## src/rtl/prng_pkg.sv

```systemverilog
// prng_pkg: LFSR tap masks, default seeds and arbiter FSM states
package prng_pkg;
  localparam logic [15:0] UP_TAPS = 16'hB400;
  localparam logic [7:0] DN_TAPS = 8'hB8;
  localparam logic [15:0] UP_SEED_DEF = 16'h0001;
  localparam logic [7:0] DN_SEED_DEF = 8'h01;
  typedef enum logic [1:0] {IDLE, WARM, RUN} state_t;
endpackage

```

## src/rtl/prng_lfsr_pair.sv

```systemverilog
// prng_lfsr_pair: 16+8-bit LFSR pair with zero-seed substitution (load/seed_up/seed_dn load, step shifts both, rnd = up[7:0]^dn)
module prng_lfsr_pair import prng_pkg::*; #(
  parameter logic [15:0] SEED_UP_DEF = UP_SEED_DEF,
  parameter logic [7:0] SEED_DN_DEF = DN_SEED_DEF
) (
  input logic clk,
  input logic rst,
  input logic load,
  input logic step,
  input logic [15:0] seed_up,
  input logic [7:0] seed_dn,
  output logic [7:0] rnd
);
  logic [15:0] up;
  logic [7:0] dn;
  assign rnd = up[7:0] ^ dn;
  always_ff @(posedge clk) begin
    if (rst) begin
      up <= 16'h0001;
      dn <= 8'h01;
    end else if (load) begin
      up <= (seed_up == '0) ? SEED_UP_DEF : seed_up;
      dn <= (seed_dn == '0) ? SEED_DN_DEF : seed_dn;
    end else if (step) begin
      up <= {up[14:0], ^(up & UP_TAPS)};
      dn <= {dn[6:0], ^(dn & DN_TAPS)};
    end
  end
endmodule

```

## src/rtl/prng_arbiter.sv

```systemverilog
// prng_arbiter: round-robin sharing of the LFSR byte source (cfg_* seed/warm-up load, req in, one-hot gnt + rnd_data out, ready in RUN)
module prng_arbiter import prng_pkg::*; #(
  parameter int N_REQ = 4,
  parameter int WARM_W = 8,
  parameter logic [15:0] SEED_UP_DEF = 16'h0001,
  parameter logic [7:0] SEED_DN_DEF = 8'h01
) (
  input logic clk,
  input logic rst,
  input logic cfg_load,
  input logic [15:0] cfg_seed_up,
  input logic [7:0] cfg_seed_dn,
  input logic [WARM_W-1:0] cfg_warmup,
  input logic [N_REQ-1:0] req,
  output logic [N_REQ-1:0] gnt,
  output logic [7:0] rnd_data,
  output logic ready
);
  localparam int PW = $clog2(N_REQ);
  state_t state, state_n;
  logic [WARM_W-1:0] cnt, cnt_n;
  logic [PW-1:0] ptr, pick_off, pick_idx;
  logic [PW:0] sum;
  logic [N_REQ-1:0] elig;
  logic [2*N_REQ-1:0] rot;
  logic [7:0] rnd;
  logic grant, step;
  // gnt doubles as the last-grant mask: a requester granted last cycle is not eligible now
  assign elig = req & ~gnt;
  assign grant = state == RUN && !cfg_load && |elig;
  assign step = grant || (state == WARM && !cfg_load);
  assign ready = state == RUN;
  // rotate so ptr sits at bit 0, find the first set bit, then rotate the offset back
  always_comb begin
    rot = {elig, elig} >> ptr;
    pick_off = '0;
    for (int k = N_REQ - 1; k >= 0; k--) pick_off = rot[k] ? PW'(k) : pick_off;
    sum = {1'b0, ptr} + {1'b0, pick_off};
    pick_idx = (sum >= (PW+1)'(N_REQ)) ? PW'(sum - (PW+1)'(N_REQ)) : sum[PW-1:0];
  end
  always_comb begin
    state_n = state;
    cnt_n = cnt;
    if (cfg_load) begin
      state_n = (cfg_warmup == '0) ? RUN : WARM;
      cnt_n = cfg_warmup;
    end else if (state == WARM) begin
      state_n = (cnt == WARM_W'(1)) ? RUN : WARM;
      cnt_n = cnt - 1'b1;
    end
  end
  always_ff @(posedge clk) begin
    if (rst) begin
      state <= IDLE;
      cnt <= '0;
      gnt <= '0;
      rnd_data <= 8'h00;
      ptr <= '0;
    end else begin
      state <= state_n;
      cnt <= cnt_n;
      gnt <= grant ? N_REQ'(1) << pick_idx : '0;
      rnd_data <= grant ? rnd : rnd_data;
      ptr <= grant ? ((pick_idx == PW'(N_REQ - 1)) ? '0 : pick_idx + 1'b1) : ptr;
    end
  end
  prng_lfsr_pair #(.SEED_UP_DEF(SEED_UP_DEF), .SEED_DN_DEF(SEED_DN_DEF)) u_lfsr (
    .clk(clk),
    .rst(rst),
    .load(cfg_load),
    .step(step),
    .seed_up(cfg_seed_up),
    .seed_dn(cfg_seed_dn),
    .rnd(rnd)
  );
endmodule

```

## config.mk

```make
export PLATFORM = sky130hd
export DESIGN_NAME = prng_arbiter
export DESIGN_NICKNAME = d
export VERILOG_FILES = /design/src/rtl/prng_pkg.sv /design/src/rtl/prng_lfsr_pair.sv /design/src/rtl/prng_arbiter.sv
export SDC_FILE = /design/constraint.sdc
export NUM_CORES = 1
export LEC_CHECK = 0
export CAP_MARGIN = 40
export CORE_MARGIN = 2
export CORE_UTILIZATION = 52
export DETAILED_ROUTE_END_ITERATION = 16
export HOLD_SLACK_MARGIN = 0.02
export PLACE_DENSITY = 0.8
export REMOVE_ABC_BUFFERS = 1
export SLEW_MARGIN = 0
export SYNTH_ARGS = -nofsm -noshare
export SYNTH_HDL_FRONTEND = slang
export SYNTH_SLANG_ARGS = --single-unit
```

## constraint.sdc

```tcl
create_clock -name clk -period 2.46 [get_ports clk]
set_clock_uncertainty 0.1 [all_clocks]
set_input_delay 0.246 -clock clk [delete_from_list [all_inputs] [get_ports clk]]
set_output_delay 0.246 -clock clk [all_outputs]
set_load 0.05 [all_outputs]
```

==> results.toml, run 1 <==
[status]
status = "complete, no violations"

[power_and_ir_drop]
sequentialPowerShare = 0.482
p_int_w = 0.00130
power_leakage_nw = 1.22
clkPwrFrac = 0.267
powerDensity_nw_per_um2 = 545
ir_worst_vdd_mv = 0.391
combPwrFrac = 0.251
power.switching_w = 0.000540
switching_share = 0.294

[yosys]
synth_top_cells_by_count = "dfxtp_1, nor2_1, xnor2_1"
ys_seq_area_frac = 0.365
netlist.area_leader.share = 0.365
synth_cells = 276
synth-seq-cells = 48
synth_most_common_cell = "dfxtp_1"
synth_cell_types = 43
ys_async_sr_fraction = 0
ys.flop_type = "dfxtp_1"
syn_area_per_cell_um2 = 9.55
synth_edf_count = 0
syn_area_um2 = 2640
yosys_warnings = 0
synthTopCellsByArea = "dfxtp_1, a211oi_2, xnor2_1"
netlist.top_cell.by_area = "dfxtp_1"

[clock_tree]
clock_latency_ns = 0.30
clk_pin_slew_ns = 0.09
cts_made_buffers = 5
h-tree-depth = 2
clk_path_buf_depth = 2
root_buffer = "clkbuf_8"
cts_sinks = 48
cts_tree = "done"

[placement]
port_buffers = 51
pre_cts_ws_ns = -0.148
gp_congestion = 0.781
hpwlAfterDp_um = 4070
place_inst = 392

[timing]
layout_min_cycle_time_ns = 2.23
layout_setup_ws_ns = 0.227
max_freq_mhz = 448
fin_tns_setup_ns = 0
rsz0062_at_grt = "no"
slew_headroom = 0.518
finalCritPeriodShare = 0.908
tightest_slew_ns = 0.722
setup-violations-final = 0
report.final.slew_viol_count = 0
whs_ns = 0.381
hold_viol_final = 0

[global_routing]
grtUsageTotal = 0.216
use_met1 = 0.296
antenna_found_initial = 0
grt_max_degree = 34
grt-ovfl-total = 0
grtUsageMet3 = 0.0442
met2_usage = 0.348
grt_pass1_wl_um = 9410
grt_busiest_layer = "met2"
grt_pass1_vias = 2044

[floorplan]
die_h_um = 75.2
die_x_um = 75.2
fp-row-count = 25
start_util = 0.547
die_area_um2 = 5650
core_region_area_um2 = 4820
num_io_pins = 52

[routing]
route.detailed.drc = 0
first_iter_violations = 104
via_count = 2246
wl_per_cell_um = 14.1
first_pass_iters = 5
routed_wl_um = 5640
vias_per_cell = 5.62
final_antenna_net_count = 0

[finish]
antenna_cells = 0
syn_to_final_growth_pct = 28.1
drive_gt1_frac = 0.186
layoutNonFillerInstCount = 400
fill_cells = 407
nNetsFinal = 374

[setup_path]
crit_fanout = 8
r2r_setup_slack_ns = 0.23
cp_data_required_time_ns = 2.52
critPathKind = "reg -> reg"
cp_cell_sequence = "buf_4 > nand3b_1 > o21ai_0 > o21ai_1 > a21oi_1 > a31o_2 > ha_1 > xnor2_2 > o21ai_0 > a21oi_1 > a211oi_1"
crit_buf_inv = 1
cp-end-kind = "flip-flop"
critical_path_arrival_ns = 2.29
crit_family = "compound AO/OA/AOI/OAI gates"
r2r_end = "ptr[1]"
worst_r2r_path_depth = 11
cpPeakStageDelay_ns = 0.37
startpoint_type = "flip-flop"
crit_path_top_delay_cell = "dfxtp_2"
timing.rr.start = "ptr[0]"

[min_path]
min_path_cells = 2
worstHoldEndpoint = "cnt[2]"
hp-start = "rst"
hp-class = "in -> reg"

[run]
maxCapViolCount = 0
[layout make-up]
type                    instances  area (µm²)  area share
inverters                       6        22.5     0.00667
clock buffers                   7        86.3      0.0256
multi-input cells             202        1530       0.455
flip-flops and latches         48         962       0.285
clock inverters                 1        7.51     0.00222
well taps                      67        83.8      0.0248
repair buffers                 69         678       0.201
[how the worst max path moves through the flow]
stage	start	end	slack (ns)	depth (start not counted)
floorplan	gnt[1]	ptr[1]	-0.05	10
finish	ptr[0]	ptr[1]	0.23	11
global placement	req[2]	ptr[1]	-0.06	11
detailed placement	req[2]	ptr[1]	-0.15	11
global route	ptr[0]	ptr[1]	0.03	11
CTS	ptr[0]	ptr[1]	0.08	11
[power by group through the flow]
stage          Sequential, W  Combinational (W)  Clock [W]
3_5_place_dp        0.000904           0.000458          0
6_report            0.000887           0.000461   0.000491
5_1_grt             0.000895           0.000504   0.000535
3_3_place_gp        0.000902           0.000448          0
4_1_cts             0.000886           0.000462   0.000501
2_1_floorplan       0.000910           0.000265          0
[sequential cells by signal, summed over array words and instances (netlist names)]
signal	flops
gnt	4
u_lfsr.dn	8
cnt	8
u_lfsr.up	16
ptr	2
state	2
rnd_data	8
[placed cells by master, fill, tap and decap left out, types with 2 or more instances in the layout]
| cell | instances |
|---|---|
| a211oi_2 | 21 |
| nand3_1 | 4 |
| a211oi_1 | 5 |
| nand2b_4 | 3 |
| nor2_1 | 40 |
| o211a_1 | 2 |
| nand2b_1 | 2 |
| o21ai_0 | 4 |
| a211o_1 | 2 |
| buf_4 | 15 |
| nor4_1 | 8 |
| xnor2_1 | 21 |
| clkdlybuf4s50_1 | 50 |
| nand2_1 | 12 |
| a21oi_1 | 12 |
| a221oi_1 | 11 |
| nand3b_1 | 4 |
| clkbuf_8 | 6 |
| xnor2_2 | 2 |
| nor2b_1 | 2 |
| inv_1 | 6 |
| nor3_1 | 11 |
| nand4b_1 | 2 |
| o211ai_1 | 3 |
| ha_1 | 3 |
| dfxtp_1 | 47 |
| mux2i_1 | 13 |
| buf_12 | 3 |
[per-layer routing]
layer  part of all wire  wire length [µm]
met1               0.47              2660
met2               0.47              2670
met3              0.046               257
met4             0.0087                49
met5                  0                 0
[per-stage QoR]
step / total power, W / area [µm²] / utilization
final: 0.00184 / 3370 / 0.701
after global routing: 0.00193 / 3370 / 0.701
after CTS: 0.00185 / 3370 / 0.699
after detailed placement: 0.00136 / 3270 / 0.679
after global placement: 0.00135 / 3270 / 0.679
after floorplan: 0.00117 / 2510 / -
[cell families (layout without fill, tap and decap cells)]
family / after synthesis / in the layout / synth area share
AND/OR/NAND/NOR: 96 / 96 / 0.199
AO/OA/AOI/OAI: 65 / 65 / 0.228
flip-flops: 48 / 48 / 0.365
buffers and inverters: 26 / 83 / 0.0560
XOR/XNOR: 23 / 23 / 0.0793
multiplexers: 14 / 14 / 0.0537
adder cells (fa/ha/maj): 4 / 4 / 0.0185
[timing repair]
action | 4_1_cts | 5_1_grt
hold buffers | 0 | 0
resized for setup | 0 | 3
buffers inserted | 0 | 0
setup endpoints to repair | 0 | 1
Note: power is estimated with default switching activity, not from simulation.
==> inputs of run 2 (changes only) <==
--- a/config.mk
+++ b/config.mk
@@ -6,11 +6,13 @@
 export NUM_CORES = 1
 export LEC_CHECK = 0
 export CAP_MARGIN = 40
+export CORE_ASPECT_RATIO = 1.2
 export CORE_MARGIN = 2
-export CORE_UTILIZATION = 52
+export CORE_UTILIZATION = 53
 export DETAILED_ROUTE_END_ITERATION = 16
+export DONT_BUFFER_PORTS = 1
 export HOLD_SLACK_MARGIN = 0.02
-export PLACE_DENSITY = 0.8
+export PLACE_DENSITY = 0.68
 export REMOVE_ABC_BUFFERS = 1
 export SLEW_MARGIN = 0
 export SYNTH_ARGS = -nofsm -noshare
==> results.toml, run 2 (synthesized netlist as in run 1, its figures left out) <==
[status]
status = "complete, no violations"

[placement]
hpwlAfterDp_um = 3660
port_buffers = 0
gp_congestion = 0.812

[timing]
tightest_slew_ns = 0.526
layout_min_cycle_time_ns = 2.29
report.final.slew_viol_count = 0
max_freq_mhz = 437
whs_ns = 0.0445
finalCritPeriodShare = 0.930
slew_headroom = 0.649
hold_viol_final = 0
setup-violations-final = 0
rsz0062_at_grt = "no"

[routing]
via_count = 2047
routed_wl_um = 5440
first_iter_violations = 84
wl_per_cell_um = 15.7
final_antenna_net_count = 0
first_pass_iters = 4
route.detailed.drc = 0
vias_per_cell = 5.92

[setup_path]
crit_buf_inv = 0
crit_path_top_delay_cell = "dfxtp_2"
cp-end-kind = "flip-flop"
critical_path_arrival_ns = 2.41
critPathKind = "reg -> reg"
cp_cell_sequence = "mux2_2 > o21ai_1 > a21oi_1 > a31o_2 > ha_1 > xnor2_2 > nand3_1 > o21ai_0 > a211oi_1"
cp_data_required_time_ns = 2.58
cpPeakStageDelay_ns = 0.42
crit_family = "compound AO/OA/AOI/OAI gates"
startpoint_type = "flip-flop"
crit_fanout = 9

[global_routing]
grtUsageMet3 = 0.0429
grt_max_degree = 47
grt_pass1_wl_um = 9110
met2_usage = 0.342
antenna_found_initial = 0
grt-ovfl-total = 0
grtUsageTotal = 0.215
use_met1 = 0.289
grt_pass1_vias = 1972
grt_busiest_layer = "met2"

[clock_tree]
clock_latency_ns = 0.30
cts_tree = "done"
cts_sinks = 48
clk_pin_slew_ns = 0.09
clk_path_buf_depth = 2
h-tree-depth = 2
root_buffer = "clkbuf_8"
cts_made_buffers = 5

[finish]
antenna_cells = 0
fill_cells = 441
mostFrequentLayoutCell = "dfxtp_1"
mostFrequentLayoutCells = "dfxtp_1, nor2_1, a211oi_2, xnor2_1, mux2i_1"
largest_reg_flops = 16
nNetsFinal = 327
drive_gt1_frac = 0.185
largest-register = "u_lfsr.up"
syn_to_final_growth_pct = 9.92
final_core_util = 0.595

[power_and_ir_drop]
power_leakage_nw = 1.04
powerDensity_nw_per_um2 = 601
power.total_w = 0.00174
ir_worst_vdd_mv = 0.453

[floorplan]
die_h_um = 81.2
core_region_area_um2 = 4870
start_util = 0.541
fp-row-count = 28
die_x_um = 68.4
num_io_pins = 52
die_area_um2 = 5550

[min_path]
hp-class = "in -> reg"

[run]
maxCapViolCount = 0
run 2: path summary, 6_finish.rpt:
check                      from             to  slack (ns)  depth (start not counted)
hold reg to reg   u_lfsr.up[14]  u_lfsr.up[14]        0.40                          2
hold / removal              rst         gnt[0]        0.04                          1
setup / recovery         ptr[0]         ptr[1]        0.17                          9
setup reg to reg         ptr[0]         ptr[1]        0.17                          9
run 2: power breakdown:
group / switching (W) / internal, W / total (W)
Sequential: 0.0000688 / 0.000834 / 0.000903
Clock: 0.000255 / 0.000230 / 0.000485
Combinational: 0.000179 / 0.000173 / 0.000352
run 2: final cells by class:
| cell class | count | area [µm²] | share of cell area |
|---|---|---|---|
| Inverter | 6 | 22.5 | 0.00778 |
| Clock buffer | 8 | 90.1 | 0.0311 |
| Multi-Input combinational cell | 202 | 1530 | 0.530 |
| Sequential cell | 48 | 962 | 0.332 |
| Tap cell | 60 | 75.1 | 0.0259 |
| Timing Repair Buffer | 22 | 213 | 0.0734 |
run 2: repair_timing:
action / CTS / global route
setup endpoints to repair: 0 / 1
setup buffers: 0 / 0
resized for setup: 0 / 3
endpoints found under the hold margin: 46 / 0
hold buffers: 12 / 0
run 2: per-layer routing:
layer,share of wire,vias to the layer above
met5,0,-
met4,0.011,0
met3,0.051,5
met2,0.49,46
met1,0.44,982
li1,-,1014
run 2: worst reg2reg max path: stages (launching register included):
cell	delay [ns]
dfxtp_2	0.42
mux2_2	0.37
o21ai_1	0.09
a21oi_1	0.08
a31o_2	0.21
ha_1	0.38
xnor2_2	0.18
nand3_1	0.08
o21ai_0	0.07
a211oi_1	0.23
run 2: per-stage QoR:
| step | worst slack, ns | instances | TNS, ns | instance area (µm²) |
|---|---|---|---|---|
| 5_1_grt | 0.0111 | 346 | 0 | 2900 |
| 2_1_floorplan | -0.0516 | 256 | -0.0516 | 2510 |
| 3_3_place_gp | 0.127 | 326 | 0 | 2660 |
| 3_5_place_dp | 0.0428 | 326 | 0 | 2660 |
| 6_report | 0.172 | 346 | 0 | 2900 |
| 4_1_cts | 0.0318 | 346 | 0 | 2890 |
==> inputs of run 3 (changes only) <==
--- a/config.mk
+++ b/config.mk
@@ -9,6 +9,7 @@
 export CORE_ASPECT_RATIO = 1.2
 export CORE_MARGIN = 2
 export CORE_UTILIZATION = 53
+export CTS_CLUSTER_SIZE = 8
 export DETAILED_ROUTE_END_ITERATION = 16
 export DONT_BUFFER_PORTS = 1
 export HOLD_SLACK_MARGIN = 0.02
==> results of run 3 <==
The final DEF is identical to that of run 2; final timing and power are the same.
